`src/rtl/mips_pkg.sv`:
```
// Shared types and constants for the multicycle MIPS memory path.
package mips_pkg;

    // Memory interface transaction states.
    typedef enum logic [1:0] {
        IDLE = 2'd0,
        BUSY = 2'd1,
        DONE = 2'd2
    } mem_state_e;

    // Instruction field positions.
    localparam int OP_MSB    = 31;
    localparam int OP_LSB    = 26;
    localparam int FUNCT_MSB = 5;
    localparam int FUNCT_LSB = 0;

    // Default datapath / address / memory data width.
    localparam int DEFAULT_WIDTH = 8;

    // Default abort limit, in BUSY cycles without acknowledge.
    localparam int DEFAULT_TIMEOUT = 15;

endpackage

```
`src/rtl/instr_reg.sv`:
```
// 32-bit instruction register built from four byte lanes.
// Each set bit of load_i writes data_i into its lane; clr_n_i low clears all lanes.
module instr_reg (
    input  logic        clk,
    input  logic        clr_n_i,
    input  logic [3:0]  load_i,
    input  logic [7:0]  data_i,
    output logic [31:0] instr_o
);

    logic [31:0] instr_q;

    // Byte-lane load with synchronous clear.
    always_ff @(posedge clk) begin
        if (!clr_n_i) begin
            instr_q <= '0;
        end else begin
            for (int k = 0; k < 4; k++) begin
                if (load_i[k]) begin
                    instr_q[8*k +: 8] <= data_i;
                end
            end
        end
    end

    assign instr_o = instr_q;

endmodule

```
`src/rtl/mem_if.sv`:
```
// Memory interface stage between the multicycle controller and a byte-wide memory.
// Converts controller strobes into a registered req/ack transaction, stalls the
// controller while the access is outstanding, and assembles the 32-bit instruction.
// Optional feature: define MEM_TIMEOUT_EN to abort an access after TIMEOUT BUSY
// cycles without acknowledge and raise the sticky mem_err flag.
module mem_if
    import mips_pkg::*;
#(
    parameter int WIDTH = DEFAULT_WIDTH
`ifdef MEM_TIMEOUT_EN
    ,
    parameter int TIMEOUT = DEFAULT_TIMEOUT
`endif
) (
    input  logic             clk,
    input  logic             reset,
    input  logic             memread,
    input  logic             memwrite,
    input  logic             iord,
    input  logic [3:0]       irwrite,
    input  logic [WIDTH-1:0] pc,
    input  logic [WIDTH-1:0] aluout,
    input  logic [WIDTH-1:0] writedata,
    input  logic [WIDTH-1:0] mem_rdata,
    input  logic             mem_ack,
    output logic             mem_req,
    output logic             mem_we,
    output logic [WIDTH-1:0] mem_addr,
    output logic [WIDTH-1:0] mem_wdata,
    output logic             stall,
    output logic [WIDTH-1:0] memdata,
    output logic [31:0]      instr,
    output logic [5:0]       op,
    output logic [5:0]       funct,
    output logic             mem_err
);

    mem_state_e       state_q, state_d;
    logic             req_q, req_d;
    logic             we_q, we_d;
    logic [WIDTH-1:0] addr_q, addr_d;
    logic [WIDTH-1:0] wdata_q, wdata_d;
    logic [WIDTH-1:0] memdata_q, memdata_d;
    logic [3:0]       mask_q, mask_d;
    logic [3:0]       lane_load;
    logic             access;

`ifdef MEM_TIMEOUT_EN
    logic [3:0]       cnt_q, cnt_d;
    logic             err_q, err_d;
`endif

    // Any controller strobe starts an access when the stage is idle.
    assign access = memread | memwrite;

    // Next-state, captured request fields and stall.
    always_comb begin
        // NOTE: every variable gets a default first so no path leaves it unassigned,
        // which would otherwise infer a latch.
        state_d   = state_q;
        req_d     = req_q;
        we_d      = we_q;
        addr_d    = addr_q;
        wdata_d   = wdata_q;
        memdata_d = memdata_q;
        mask_d    = mask_q;
        lane_load = 4'b0000;
        stall     = 1'b0;
`ifdef MEM_TIMEOUT_EN
        cnt_d     = cnt_q;
        err_d     = err_q;
`endif

        case (state_q)
            IDLE: begin
                stall = access;
                if (access) begin
                    addr_d  = iord ? aluout : pc;
                    we_d    = memwrite;
                    wdata_d = writedata;
                    // A write never loads instruction lanes, even if irwrite is set.
                    mask_d  = memwrite ? 4'b0000 : irwrite;
                    req_d   = 1'b1;
                    state_d = BUSY;
`ifdef MEM_TIMEOUT_EN
                    cnt_d   = 4'd0;
`endif
                end
            end

            BUSY: begin
                stall = 1'b1;
                if (mem_ack) begin
                    if (!we_q) begin
                        memdata_d = mem_rdata;
                        lane_load = mask_q;
                    end
                    req_d   = 1'b0;
                    we_d    = 1'b0;
                    state_d = DONE;
                end
`ifdef MEM_TIMEOUT_EN
                else if (cnt_q == 4'(TIMEOUT - 1)) begin
                    // Abort: data registers stay as they were.
                    err_d   = 1'b1;
                    req_d   = 1'b0;
                    we_d    = 1'b0;
                    state_d = DONE;
                end else begin
                    cnt_d = cnt_q + 4'd1;
                end
`endif
            end

            DONE: begin
                // Controller advances on this edge; strobes here are stale.
                state_d = IDLE;
            end

            default: begin
                state_d = IDLE;
            end
        endcase
    end

    // State and request registers with synchronous active-low reset.
    always_ff @(posedge clk) begin
        // NOTE: sequential state uses non-blocking assignments so every register
        // samples the pre-edge values of the others; the reset is sampled on the edge.
        if (!reset) begin
            state_q   <= IDLE;
            req_q     <= 1'b0;
            we_q      <= 1'b0;
            addr_q    <= '0;
            wdata_q   <= '0;
            memdata_q <= '0;
            mask_q    <= 4'b0000;
        end else begin
            state_q   <= state_d;
            req_q     <= req_d;
            we_q      <= we_d;
            addr_q    <= addr_d;
            wdata_q   <= wdata_d;
            memdata_q <= memdata_d;
            mask_q    <= mask_d;
        end
    end

`ifdef MEM_TIMEOUT_EN
    // Timeout counter and sticky error flag.
    always_ff @(posedge clk) begin
        if (!reset) begin
            cnt_q <= 4'd0;
            err_q <= 1'b0;
        end else begin
            cnt_q <= cnt_d;
            err_q <= err_d;
        end
    end

    assign mem_err = err_q;
`else
    assign mem_err = 1'b0;
`endif

    // Reset also clears partially fetched instruction bytes.
    instr_reg u_instr_reg (
        .clk     (clk),
        .clr_n_i (reset),
        .load_i  (lane_load),
        .data_i  (mem_rdata[7:0]),
        .instr_o (instr)
    );

    assign mem_req   = req_q;
    assign mem_we    = we_q;
    assign mem_addr  = addr_q;
    assign mem_wdata = wdata_q;
    assign memdata   = memdata_q;
    assign op        = instr[OP_MSB:OP_LSB];
    assign funct     = instr[FUNCT_MSB:FUNCT_LSB];

endmodule
```
`config.mk`:
```
export PLATFORM = sky130hd
export DESIGN_NAME = mem_if
export DESIGN_NICKNAME = d
export VERILOG_FILES = /design/src/rtl/mips_pkg.sv /design/src/rtl/instr_reg.sv /design/src/rtl/mem_if.sv
export SDC_FILE = /design/constraint.sdc
export NUM_CORES = 1
export LEC_CHECK = 0
export CAP_MARGIN = 20
export CORE_UTILIZATION = 46
export CTS_CLUSTER_DIAMETER = 100
export DETAILED_ROUTE_END_ITERATION = 8
export PLACE_DENSITY_LB_ADDON = 0.15
export SLEW_MARGIN = 20
export SYNTH_ARGS = -nofsm -noshare
export SYNTH_HDL_FRONTEND = slang
export SYNTH_HIERARCHICAL = 1
export SYNTH_SLANG_ARGS = --single-unit
```
`constraint.sdc`:
```
create_clock -name clk -period 3.21 [get_ports clk]
set_input_delay 0.4815 -clock clk [delete_from_list [all_inputs] [get_ports clk]]
set_output_delay 0.4815 -clock clk [all_outputs]
set_load 0.005 [all_outputs]
```
; Yosys cells after proc, flatten, opt, wreduce, memory -nomap -nowiden
; Cells that the tools add are included.
[totals]
reg_bits = 64
latch_bits = 0
mem_bits_rw = 0
romBits = 0
inputBits = 42
out_inout_bits = 72
elab_cells = 36
mem_count = 0
[classes]
addsub = 0
multipliers = 0
n_div = 0
magnitude_cmp = 0
eq_ne = 3
shifts = 0
mux = 14
bitwise_logic = 2
n_reduce_logical = 6
[op_table]
columns = cell, count
row1 = $mux 4, 4
row2 = $mux 8, 1
row3 = $pmux 1 s2, 3
row4 = $reduce_and 3->1, 2
row5 = $mux 2, 2
row6 = $ne 2x2->1 const B, 2
row7 = $pmux 2 s2, 1
row8 = $reduce_and 2->1, 2
row9 = $mux 1, 3
row10 = $eq 2x1->1 const B, 1
row11 = $logic_not 2->1, 1
row12 = $reduce_bool 2->1, 1
row13 = $not 1->1, 1
row14 = $or 1x1->1, 1

; Longest topological paths before layout
; Gate-level depths: netlist (run 1).
[depth]
depth_word = 3
mapped_depth = 6
mapped_depth_nobuf = 5

; Hierarchy
; Netlist (run 1), hierarchy kept.
[modules_own_cells]
columns = module, instances, cells_per_inst, area_each_um2, seq_area_each_um2
row1 = mem_if, 1, 169, 1481.4, 640.6
row2 = instr_reg, 1, 103, 1221.2, 640.6

; Worst setup path before layout (run 1)
; No wires, ideal clock.
[synth_path]
path_type = input to output
startpoint = input memread
endpoint = output stall
arrival_ns = 1.085
required_ns = 2.728
slack_ns = 1.643
path_stages = 5
n_path_buf = 2
path_cell_list = or2_1 buf_6 buf_6 nor2_1 nor2_1
[synth_via]
elab_chain_cells = 2
[synth_lines]
columns = item, line_no
row1 = start: declaration, mem_if.sv:17  ; input logic memread,
row2 = $or 1x1->1, mem_if.sv:54  ; assign access = memread | memwrite;
row3 = $pmux 1 s2, mem_if.sv:74  ; case (state_q)
row4 = end: declaration, mem_if.sv:30  ; output logic stall,
; No other way between the ends.

; Worst setup path after layout (run 1)
; Ends and elaborated chain as after synthesis.

==> flow_metrics.env, run 1 <==
export IMPL_die_h_um=78.7
export IMPL_crit_chain="clkdlybuf4s50_1 > or2_1 > nor2_1 > nor2_1 > clkdlybuf4s50_1"
export IMPL_io_pins=114
export IMPL_gp_congestion=0.721
export IMPL_drive_gt1_share_pct=4.90
export IMPL_dieArea_sq_mm=0.00619
export IMPL_clock_sinks=64
export IMPL_slew_violations=0
export IMPL_hold_viol=0
export IMPL_fmax_ghz=0.424
export IMPL_ctsResizeCount=0
export IMPL_clk_pin_slew_ns=0.06
export IMPL_synth_area_leaders="dfxtp_1 (47%), mux2i_1 (15%), nor2b_1 (7.6%)"
export IMPL_min_period_ns=2.36
export IMPL_crit_fanout=7
export IMPL_floorplan_initialDensity_pct=48.5
export IMPL_yosys_warnings=6
export IMPL_cts_tree="done"
export IMPL_grt_pass1_vias=2096
export IMPL_ctsRootBufferMaster="clkbuf_8"
export IMPL_numCtsBuffers=9
export IMPL_leakagePower_nw=1.30
export IMPL_required_ns=2.73
export IMPL_antenna_found_initial=0
export IMPL_criticalPathCategory="in -> out"
export IMPL_grt_overflow_total=0
export IMPL_synth_net_count=314
export IMPL_die_w_um=78.7
export IMPL_synth_area_per_cell_sq_um=9.94
export IMPL_antenna_left=0
export IMPL_setup_viol=0
export IMPL_regToRegSetupSlack_ns=1.45
export IMPL_cpMaxStageDelayCell="clkdlybuf4s50_1"
export IMPL_cp_start_kind="input pin"
export IMPL_fin_worst_skew_ns=0.00544
export IMPL_max_stage_delay_ns=0.52
export IMPL_slew_headroom_pct=45.9
export IMPL_vias=2182
export IMPL_cp_arrival_ns=1.88
export IMPL_cp_end_kind="output port"
export IMPL_finalNetCount=406
export IMPL_routed_wl_mm=6.14
export IMPL_track_usage_pct=20.8
export IMPL_avgRoutedWirePerCell_um=14.0
export IMPL_powerDensity_mw_per_mm2=429
export IMPL_first_pass_iters=4
export IMPL_hpwlAfterDp_mm=4.38
export IMPL_worst_slew_pin_slew_ns=0.811
export IMPL_synth_largest_area_cell="dfxtp_1"
export IMPL_fin_setup_tns_ns=0
export IMPL_cap_viol_max_count=0
export IMPL_insertion_delay_ns=0.32
export IMPL_drc_errors=0
export IMPL_yosys_area_top_type_share_pct=47.4
export IMPL_post_cts_buffers=0
export IMPL_holdBufCountCts=0
export IMPL_register_area_sq_mm=0.00128
export IMPL_postSynthCellCount=272
export IMPL_stdcell_count=439
export IMPL_synthDistinctLibCells=31
export IMPL_ys_ff_latch=64
export IMPL_final_cell_mix="clkdlybuf4s50_1 (112), dfxtp_1 (64), mux2i_1 (40)"
export IMPL_io_buffers=112
export IMPL_ys_seq_area_share_pct=47.4
export IMPL_clk_path_buf_depth=2
export IMPL_rsz0062_at_grt="no"
export IMPL_grt_pass1_wl_mm=9.85
export IMPL_core_sq_mm=0.00557
export IMPL_fill_cells=483
export IMPL_num_rows=27
export IMPL_htreeDepth=3
export IMPL_antenna_cells=0
export IMPL_setup_ws_ns=0.853
export IMPL_peakVddDrop_mv=0.262
export IMPL_total_power_w=0.00165
export IMPL_fin_crit_sh_pct=73.4
export IMPL_synth_area_sq_mm=0.00270
export IMPL_drt_initial_drc_count=54
export IMPL_final_common_cell="clkdlybuf4s50_1"
export IMPL_areaGrowthSynthToFinish_pct=42.1
export IMPL_dpl_cell_count=425
export IMPL_viasPerCell=4.97
export IMPL_grt_max_degree=51
export IMPL_preCtsSetupSlack_ns=0.859
export IMPL_status="finished clean"
export IMPL_multi_input_area_sq_mm=0.00117
export IMPL_worstHoldPathType="reg -> reg"
[registers in the layout (all words and copies together) (netlist names)]
| signal | flops |
|---|---|
| u_instr_reg/instr_o | 32 |
| mem_addr | 8 |
| mem_wdata | 8 |
| memdata | 8 |
| mask_q | 4 |
| state_q | 2 |
| mem_req | 1 |
| mem_we | 1 |
[path summary, 6_finish.rpt]
check        startpoint                     end  cells after the start
min reg2reg  memdata[0]              memdata[0]                      2
min          memdata[0]              memdata[0]                      2
max             memread                   stall                      5
max reg2reg  state_q[0]  u_instr_reg/instr_o[3]                      5
[stage by stage]
step | instance area, sq um | hold WS [ns] | util [%]
final | 3840 | 0.458 | 68.9
after global routing | 3840 | 0.484 | 68.9
after CTS | 3840 | 0.461 | 68.9
after detailed placement | 3690 | 0.451 | 66.1
after global placement | 3690 | 0.444 | 66.1
after floorplan | 2700 | 0.450 | -
[routing by layer]
layer	vias up	share of wire, %	GRT usage [%]
met5	-	0	0
met4	0	1.9	10.0
met3	10	7.6	6.40
met2	91	46	33.7
met1	981	45	25.0
li1	1100	-	-
[synthesized netlist by cell type (all sizes together)]
cell     instances
dfxtp           64
mux2i           40
nor2b           33
buf             29
a21oi           21
o21ai           21
nand3           16
a211oi           8
nand2            8
nor2             8
and2             4
clkbuf           4
nand4b           4
nand2b           2
or2              2
a21o             1
a22oi            1
conb             1
inv              1
nand3b           1
nand4bb          1
nor3b            1
o21a             1
[worst max-delay path, delay by kind of cell]
family / cells / cell delay (ns)
and+or+nand+nor: 3 / 0.43
buffers and inverters: 2 / 0.97
[power by group]
part | total (W) | leakage, nW | internal [W] | switching (W)
logic | 0.000240 | 0.703 | 0.000139 | 0.000101
clock network | 0.000559 | 0.0794 | 0.000292 | 0.000267
registers | 0.000848 | 0.521 | 0.000827 | 0.0000204
[kinds of logic after synthesis]
logic type,count (synthesis),synth area share [%]
other,1,0.139
and+or+nand+nor,80,17.5
muxes,40,14.8
DFF,64,47.4
AOI/OAI and AO/OA,53,11.0
buffers and inverters,34,9.12
[final cells by class]
class,instances,area share [%]
clock buffer,13,3.88
clock inverter,1,0.130
inverter,1,0.0978
multi-input combinational,174,30.6
sequential,64,33.4
tap,72,2.35
timing repair buffer,114,29.6
(Power assumes the default switching activity.)
==> run 2, diff against run 1 <==
--- a/config.mk
+++ b/config.mk
@@ -6,7 +6,7 @@
 export NUM_CORES = 1
 export LEC_CHECK = 0
 export CAP_MARGIN = 20
-export CORE_UTILIZATION = 46
+export CORE_UTILIZATION = 42
 export CTS_CLUSTER_DIAMETER = 100
 export DETAILED_ROUTE_END_ITERATION = 8
 export PLACE_DENSITY_LB_ADDON = 0.15
==> constraint.sdc (replaced) <==
create_clock -name clk -period 2.29 [get_ports clk]
set_input_delay 0.3435 -clock clk [delete_from_list [all_inputs] [get_ports clk]]
set_output_delay 0.3435 -clock clk [all_outputs]
set_load 0.005 [all_outputs]
==> flow_metrics.env, run 2 (same netlist as run 1, synthesis figures left out) <==
export IMPL_drive_gt1_share_pct=7.92
export IMPL_peakVddDrop_mv=0.338
export IMPL_clkPwrFrac_pct=35.2
export IMPL_p_seq_share_pct=50.1
export IMPL_holdWs_ns=0.456
export IMPL_worstHoldPathType="reg -> reg"
export IMPL_clk_path_buf_depth=2
export IMPL_slew_headroom_pct=58.1
export IMPL_core_sq_mm=0.00606
export IMPL_rsz0062_at_grt="no"
export IMPL_whs_endpoint="memdata[0]"
export IMPL_floorplan_initialDensity_pct=44.6
export IMPL_hpwlAfterDp_mm=4.43
export IMPL_antenna_left=0
export IMPL_grt_pass1_wl_mm=9.99
export IMPL_first_pass_iters=4
export IMPL_leakagePower_nw=1.36
export IMPL_cp_num_buf_inv=2
export IMPL_io_buffers=112
export IMPL_ctsRootBufferMaster="clkbuf_8"
export IMPL_holdBufCountCts=0
export IMPL_fin_setup_tns_ns=0
export IMPL_cp_end_kind="output port"
export IMPL_min_from="memdata[0]"
export IMPL_timing_rr_end="u_instr_reg/instr_o[12]"
export IMPL_cp_arrival_ns=1.61
export IMPL_dieArea_sq_mm=0.00676
export IMPL_reg2reg_from="state_q[0]"
export IMPL_drt_initial_drc_count=99
export IMPL_fmax_ghz=0.512
export IMPL_avgRoutedWirePerCell_um=13.8
export IMPL_fin_crit_sh_pct=85.4
export IMPL_cp_start_kind="input pin"
export IMPL_htreeDepth=3
export IMPL_grt_max_degree=27
export IMPL_criticalPathCategory="in -> out"
export IMPL_post_cts_buffers=0
export IMPL_drc_errors=0
export IMPL_routed_wl_mm=6.25
export IMPL_numCtsBuffers=9
export IMPL_fin_worst_skew_ns=0.00607
export IMPL_final_cell_mix="clkdlybuf4s50_1 (112), dfxtp_1 (64), mux2i_1 (40)"
export IMPL_antenna_cells=0
export IMPL_slew_violations=0
export IMPL_io_pins=114
export IMPL_grt_pass1_vias=2069
export IMPL_die_h_um=82.2
export IMPL_antenna_found_initial=0
export IMPL_min_period_ns=1.95
export IMPL_critPathTopFamily="buffers and inverters"
export IMPL_status="finished clean"
export IMPL_num_rows=28
export IMPL_largest_register_ffs=32
export IMPL_insertion_delay_ns=0.33
export IMPL_cap_viol_max_count=0
export IMPL_reg2regPathDepth=5
export IMPL_clk_pin_slew_ns=0.07
export IMPL_register_area_sq_mm=0.00128
export IMPL_p_int_w=0.00178
export IMPL_required_ns=1.95
export IMPL_final_common_cell="clkdlybuf4s50_1"
export IMPL_fill_cells=537
export IMPL_switchingPower_w=0.000587
export IMPL_die_w_um=82.2
export IMPL_powerDensity_mw_per_mm2=603
export IMPL_vias=2258
export IMPL_regToRegSetupSlack_ns=0.54
export IMPL_crit_start="memwrite"
export IMPL_setup_viol=0
export IMPL_crit_chain="clkdlybuf4s50_1 > or2_1 > nor2_1 > nor2_1 > clkdlybuf4s50_1"
export IMPL_clock_sinks=64
export IMPL_viasPerCell=4.97
export IMPL_areaGrowthSynthToFinish_pct=45.5
export IMPL_max_stage_delay_ns=0.51
export IMPL_track_usage_pct=20.0
export IMPL_cts_tree="done"
export IMPL_finalNetCount=416
export IMPL_combPwrFrac_pct=14.7
export IMPL_min_path_cells=2
export IMPL_switching_share_pct=24.8
export IMPL_worst_slew_pin_slew_ns=0.628
export IMPL_grt_overflow_total=0
export IMPL_cpMaxStageDelayCell="clkdlybuf4s50_1"
export IMPL_hold_viol=0
export IMPL_crit_fanout=2
export IMPL_ctsResizeCount=0
export IMPL_multi_input_area_sq_mm=0.00117
export IMPL_gp_congestion=0.760
[run 2: changes by cell type in the layout (fill, tap and decap cells not counted), sizes merged]
cell and change:
clkinv +1, clkinvlp +1, buf +10
[run 2: cell type report]
cell class	instances	area share, %
Multi-Input combinational cell	174	29.9
Inverter	1	0.0955
Clock inverter	3	0.446
Sequential cell	64	32.6
Tap cell	75	2.39
Clock buffer	13	3.79
Timing Repair Buffer	124	30.8
[run 2: layer usage]
layer	part of all wire [%]	vias up	routed length [um]	GRT usage, %
met5	0	-	0	0
met4	1.6	0	99	9.47
met3	7.4	10	461	5.93
met2	46	82	2860	31.3
met1	45	1038	2820	25.0
li1	-	1128	-	-
[run 2: worst max path at each step]
stage | end | slack, ns | depth (start not counted)
2_1_floorplan | u_instr_reg/instr_o[0] | 0.96 | 6
3_3_place_gp | u_instr_reg/instr_o[15] | 0.26 | 6
3_5_place_dp | u_instr_reg/instr_o[12] | 0.17 | 6
4_1_cts | stall | 0.33 | 5
5_1_grt | stall | 0.26 | 5
6_report | stall | 0.34 | 5
[run 2: metrics by stage]
step	total power, W	area [sq um]	worst slack [ns]	utilization, %	cells
2_1_floorplan	0.00137	2700	0.960	-	272
3_3_place_gp	0.00156	3760	0.262	62.1	438
3_5_place_dp	0.00156	3760	0.165	62.1	438
4_1_cts	0.00239	3930	0.334	64.9	454
5_1_grt	0.00249	3930	0.262	64.9	454
6_report	0.00237	3930	0.335	64.9	454
[run 2: worst min-delay path, cell delays in order (launching register included)]
cell     delay (ns)
dfxtp_1        0.31
nand3_1        0.05
o21ai_1        0.05
[run 2: power groups by stage]
| stage | logic (W) | clock network [W] | registers [W] |
|---|---|---|---|
| 2_1_floorplan | 0.000156 | 0 | 0.00121 |
| 4_1_cts | 0.000353 | 0.000853 | 0.00119 |
| 6_report | 0.000348 | 0.000834 | 0.00119 |
| 3_3_place_gp | 0.000347 | 0 | 0.00121 |
| 3_5_place_dp | 0.000350 | 0 | 0.00121 |
| 5_1_grt | 0.000381 | 0.000912 | 0.00119 |
